--- config.mk ---
export PLATFORM = sky130hd
export DESIGN_NAME = ifetch_ctrl
export DESIGN_NICKNAME = d
export VERILOG_FILES = /design/src/rtl/ifetch_pkg.sv /design/src/rtl/ifetch_fifo.sv /design/src/rtl/ifetch_ctrl.sv
export SDC_FILE = /design/constraint.sdc
export NUM_CORES = 1
export LEC_CHECK = 0
export ABC_AREA = 1
export BUFFER_PORTS_ARGS = -buffer_cell sky130_fd_sc_hd__buf_4
export CELL_PAD_IN_SITES_DETAIL_PLACEMENT = 0
export CELL_PAD_IN_SITES_GLOBAL_PLACEMENT = 1
export CORE_ASPECT_RATIO = 0.8
export CORE_MARGIN = 10
export CORE_UTILIZATION = 46
export CTS_CLUSTER_SIZE = 24
export DETAILED_ROUTE_END_ITERATION = 10
export PLACE_DENSITY_LB_ADDON = 0.1
export SLEW_MARGIN = 25
export SYNTH_ARGS = -nofsm -noshare
export SYNTH_HDL_FRONTEND = slang
export SYNTH_SLANG_ARGS = --single-unit
--- constraint.sdc ---
create_clock -name clk -period 4.9 [get_ports clk]
set_clock_uncertainty 0.15 [all_clocks]
set_input_delay 0.98 -clock clk [delete_from_list [all_inputs] [get_ports clk]]
set_output_delay 0.98 -clock clk [all_outputs]
set_load 0.03 [all_outputs]
--- src/rtl/ifetch_pkg.sv ---
// ifetch_pkg: shared types and constants for the fetch controller
package ifetch_pkg;
  localparam int INSTR_BYTES = 4;
  typedef enum logic [1:0] {IDLE, RUN, DRAIN} ifetch_state_t;
  typedef struct packed {
    logic [31:0] pc;
    logic [31:0] instr;
  } fetch_entry_t;
endpackage

--- src/rtl/ifetch_fifo.sv ---
// ifetch_fifo: prefetch queue of {pc, instr} entries; flush beats push/pop, head reads 0 when empty
module ifetch_fifo
  import ifetch_pkg::*;
#(
  parameter int DEPTH = 4
) (
  input  logic                       clk,
  input  logic                       rst_n,
  input  logic                       push,
  input  logic                       pop,
  input  logic                       flush,
  input  fetch_entry_t               din,
  output fetch_entry_t               head,
  output logic [$clog2(DEPTH):0]     count,
  output logic                       full,
  output logic                       empty
);
  localparam int AW = $clog2(DEPTH);
  fetch_entry_t mem_q [DEPTH];
  logic [AW-1:0] wr_ptr_q, wr_ptr_d, rd_ptr_q, rd_ptr_d;
  logic [AW:0] count_q, count_d;
  logic do_push, do_pop;
  always_comb begin
    do_pop   = pop && !flush && !empty;
    do_push  = push && !flush && (!full || do_pop);
    wr_ptr_d = flush ? '0 : wr_ptr_q + AW'(do_push);
    rd_ptr_d = flush ? '0 : rd_ptr_q + AW'(do_pop);
    count_d  = flush ? '0 : count_q + (AW+1)'(do_push) - (AW+1)'(do_pop);
  end
  always_ff @(posedge clk or negedge rst_n) begin
    if (!rst_n) begin
      wr_ptr_q <= '0;
      rd_ptr_q <= '0;
      count_q  <= '0;
    end else begin
      wr_ptr_q <= wr_ptr_d;
      rd_ptr_q <= rd_ptr_d;
      count_q  <= count_d;
    end
  end
  always_ff @(posedge clk) begin
    if (do_push) mem_q[wr_ptr_q] <= din;
  end
  assign full  = count_q == (AW+1)'(DEPTH);
  assign empty = count_q == '0;
  assign count = count_q;
  assign head  = empty ? '0 : mem_q[rd_ptr_q];
endmodule

--- src/rtl/ifetch_ctrl.sv ---
// ifetch_ctrl: IF-stage fetch sequencer (start/redirect in, imem addr/data, valid/ready {pc,instr} out, busy); IFETCH_PERF_EN adds perf_fetch_cnt/perf_flush_cnt
module ifetch_ctrl
  import ifetch_pkg::*;
#(
  parameter logic [31:0] RESET_PC   = 32'h0000_0000,
  parameter int          IMEM_WORDS = 64,
  parameter int          FIFO_DEPTH = 4
) (
  input  logic        clk,
  input  logic        rst_n,
  input  logic        start,
  output logic [31:0] imem_addr,
  input  logic [31:0] imem_rdata,
  input  logic        redirect_valid,
  input  logic [31:0] redirect_pc,
  output logic        out_valid,
  input  logic        out_ready,
  output logic [31:0] out_instr,
  output logic [31:0] out_pc,
  output logic        busy
`ifdef IFETCH_PERF_EN
  ,
  output logic [31:0] perf_fetch_cnt,
  output logic [31:0] perf_flush_cnt
`endif
);
  localparam logic [31:0] IMEM_END = 32'(IMEM_WORDS * INSTR_BYTES);
  localparam int CW = $clog2(FIFO_DEPTH) + 1;
  ifetch_state_t state_q, state_d;
  logic [31:0] fetch_pc_q, fetch_pc_d;
  logic in_range, push, pop, full, empty;
  logic [CW-1:0] count;
  fetch_entry_t head;
  always_comb begin
    in_range   = fetch_pc_q < IMEM_END;
    pop        = !empty && out_ready;
    push       = state_q == RUN && in_range && (!full || pop) && !redirect_valid;
    fetch_pc_d = redirect_valid ? redirect_pc & ~32'h3 : push ? fetch_pc_q + 32'(INSTR_BYTES) : fetch_pc_q;
    state_d    = redirect_valid ? ((state_q == IDLE && !start) ? IDLE : RUN)
               : (state_q == IDLE && start) ? RUN
               : (state_q == RUN && !in_range) ? DRAIN : state_q;
  end
  always_ff @(posedge clk or negedge rst_n) begin
    if (!rst_n) begin
      state_q    <= IDLE;
      fetch_pc_q <= RESET_PC;
    end else begin
      state_q    <= state_d;
      fetch_pc_q <= fetch_pc_d;
    end
  end
  ifetch_fifo #(.DEPTH(FIFO_DEPTH)) u_fifo (
    .clk   (clk),
    .rst_n (rst_n),
    .push  (push),
    .pop   (pop),
    .flush (redirect_valid),
    .din   ('{pc: fetch_pc_q, instr: imem_rdata}),
    .head  (head),
    .count (count),
    .full  (full),
    .empty (empty)
  );
  assign imem_addr = fetch_pc_q;
  assign out_valid = !empty;
  assign out_pc    = head.pc;
  assign out_instr = head.instr;
  assign busy      = state_q != IDLE;
`ifdef IFETCH_PERF_EN
  logic [31:0] fetch_cnt_q, fetch_cnt_d, flush_cnt_q, flush_cnt_d;
  always_comb begin
    fetch_cnt_d = fetch_cnt_q + 32'(push);
    flush_cnt_d = flush_cnt_q + (redirect_valid ? 32'(count) : 32'h0);
  end
  always_ff @(posedge clk or negedge rst_n) begin
    if (!rst_n) begin
      fetch_cnt_q <= '0;
      flush_cnt_q <= '0;
    end else begin
      fetch_cnt_q <= fetch_cnt_d;
      flush_cnt_q <= flush_cnt_d;
    end
  end
  assign perf_fetch_cnt = fetch_cnt_q;
  assign perf_flush_cnt = flush_cnt_q;
`endif
endmodule

==> metrics.cfg <==
[clock_tree]
clock_latency_ns = 0.54
post_cts_buffers = 0
cts_buffers = 29
root_buffer = clkbuf_16
hold_buffers = 0
cts.sinks = 287
htree_levels = 1
cts_resized = 0
cts_buffer_depth = 3
cts_tree = done
path_clk_slew_ns = 0.06

[setup_path]
cp.required_ns = 3.77
path_common_cell = buf_4
critPathSlowestCell = buf_4
critPathMaxStageDelay_ns = 0.64
path_buf_inv = 3
end_kind = output port
crit_type = reg -> out
path_cells = buf_4, buf_4, nor2_1, nor2_1, o21ai_0, a21oi_1, buf_4
r2r_end = u_fifo.mem_q[2][26]
start_kind = flop
worst-path-stages = 7
cp_max_fo = 64
r2r_cells = 8
r2r_start = imem_addr[29]
critPathLaunch = u_fifo.rd_ptr_q[0]
arrival_ns = 3.14
path_delay_family = buffers and inverters
rrSetupSlack_ns = 2.04
crit_end = out_pc[15]

[global_route]
grt_max_degree = 65
gr-total-overflow = 0
antenna_found_initial = 0
grt_pass1_vias = 7376
grt_pass1_wl_mm = 42.3
grt_use_total_pct = 16.7

[layout]
final_cells = 1472
nFillCells = 2066
antenna_cells = 0
syn_to_final_growth_pct = 20.4
layout-drive-gt1-share_pct = 21.0
layout.nets = 1207
postLayoutCellArea_mm2 = 0.0140

[sta]
max-slew-margin-rel_pct = 41.5
finalSetupViolations = 0
period_minus_slack_ns = 4.27
rsz0062_at_grt = false
fin_crit_sh_pct = 87.1
finalHoldViolCount = 0
hold_slack_ns = 0.258
finalWorstSetupSlack_ns = 0.633
tightest_slew_ns = 0.877
finalSetupTns_ns = 0
final_max_slew_viol_count = 0
max_freq_mhz = 234

[routing]
drc = 0
routed_via_density = 5.03
vias = 7401
first_pass_iters = 4
dr.first_iter.drc_count = 357
ant_nets = 0
routedWlPerCell_um = 18.5
wl_mm = 27.2

[die]
die_w_um = 198
initial_core_util_pct = 47.2
rows = 51
ios = 167
core_mm2 = 0.0246
dieArea_mm2 = 0.0321
die_h_um = 162

[placed_design]
place_ws_ns = 1.17
dp_cells = 1419
hpwlAfterDp_mm = 15.6
portBuffers = 160
routabilityCongestion = 0.721
place_area_mm2 = 0.0131

[logic_synthesis]
ys.flop_type = edfxtp_1
synth_top_area_share_pct = 64.0
synth_area_leader_cell = edfxtp_1
synth_cell_types = 28
synth_most_common_cell = nor2_1
synth.area.top_cells = edfxtp_1 (64%), nor2_1 (8.9%), dfrtp_1 (8.4%)
ys_seq_elements = 287
ys.warnings.count = 0
synth_common_cells = nor2_1 (275), edfxtp_1 (248), o21ai_0 (130)
netlist_instances = 987
syn_area_mm2 = 0.0116
seq_area_frac_synth_pct = 72.4
synth_edf_count = 248
async_flop_share_pct = 13.6
postSynthAreaPerCell_um2 = 11.8

[flow_run]
cap_violations = 0

[power_and_ir_drop]
power.leakage_nw = 5.36
cellPowerDensity_mw_per_mm2 = 456
vdd_drop_max_mv = 0.317

[worst_hold_path]
hold_path_class = in -> async

[run_status]
outcome = finished, final reports clean

[final cells by class]
| type | count | area, um^2 | share of cell area (%) |
|---|---|---|---|
| Clock buffer | 36 | 752 | 5.37 |
| Clock inverter | 17 | 133 | 0.946 |
| Inverter | 18 | 68.8 | 0.491 |
| Multi-Input combinational cell | 623 | 2860 | 20.4 |
| Sequential cell | 287 | 8430 | 60.1 |
| Tap cell | 318 | 398 | 2.84 |
| Timing Repair Buffer | 173 | 1370 | 9.80 |
[layer usage]
metal	GRT usage (%)	wire [um]
met1	22.9	12700
met2	26.5	12400
met3	3.97	1670
met4	3.63	421
met5	0	0
[per-stage QoR]
| stage | utilization [%] | total power [W] |
|---|---|---|
| finish | 56.9 | 0.00639 |
| global route | 56.9 | 0.00668 |
| CTS | 56.9 | 0.00647 |
| detailed placement | 53.3 | 0.00441 |
| global placement | 53.3 | 0.00441 |
| floorplan | - | 0.00376 |
[layout by cell type (no fill, tap or decap), drive strengths merged, types with 2 or more instances in the layout]
master    n
o21ai   130
buf     173
edfxtp  248
xnor2     3
nand4     2
nor2    279
conb      4
bufinv    2
nand3    36
inv      18
dfrtp    39
a21oi    65
xor2      3
clkinv   15
clkbuf   36
nand2    91
or2       2
ha        5
[where the power goes]
group | internal, W | leakage, nW | switching (W)
registers | 0.00271 | 2.72 | 0.0000841
logic | 0.000485 | 2.20 | 0.00106
clock network | 0.00119 | 0.441 | 0.000873
total | 0.00438 | 5.36 | 0.00201
[cells by family (layout without fill, tap and decap cells)]
kind of cell	count (synthesis)	count (layout)	synth area share [%]
multiplexers	1	1	0.0860
buffers and inverters	80	244	3.40
flip-flops	287	287	72.4
AO/OA/AOI/OAI	195	195	8.48
adder cells (fa/ha/maj)	6	6	0.710
other	1	4	0.0322
AND/OR/NAND/NOR	411	411	14.5
XOR/XNOR	6	6	0.452
[registers in the layout, summed over array words and instances (netlist names)]
signal and count:
u_fifo.wr_ptr_q 2, u_fifo.count 3, imem_addr 30, u_fifo.mem_q 248, state_q 2, u_fifo.rd_ptr_q 2
[worst min-delay path by stage]
stage                     cells after the start            to  slack, ns  startpoint
after floorplan                               2    state_q[0]       0.33  state_q[0]
after global placement                        2    state_q[0]       0.36  state_q[0]
after detailed placement                      2    state_q[0]       0.36  state_q[0]
after CTS                                     1  imem_addr[7]       0.28       rst_n
after global routing                          1  imem_addr[7]       0.29       rst_n
final                                         1  imem_addr[7]       0.26       rst_n
Note: power is estimated with default switching activity, not from simulation.
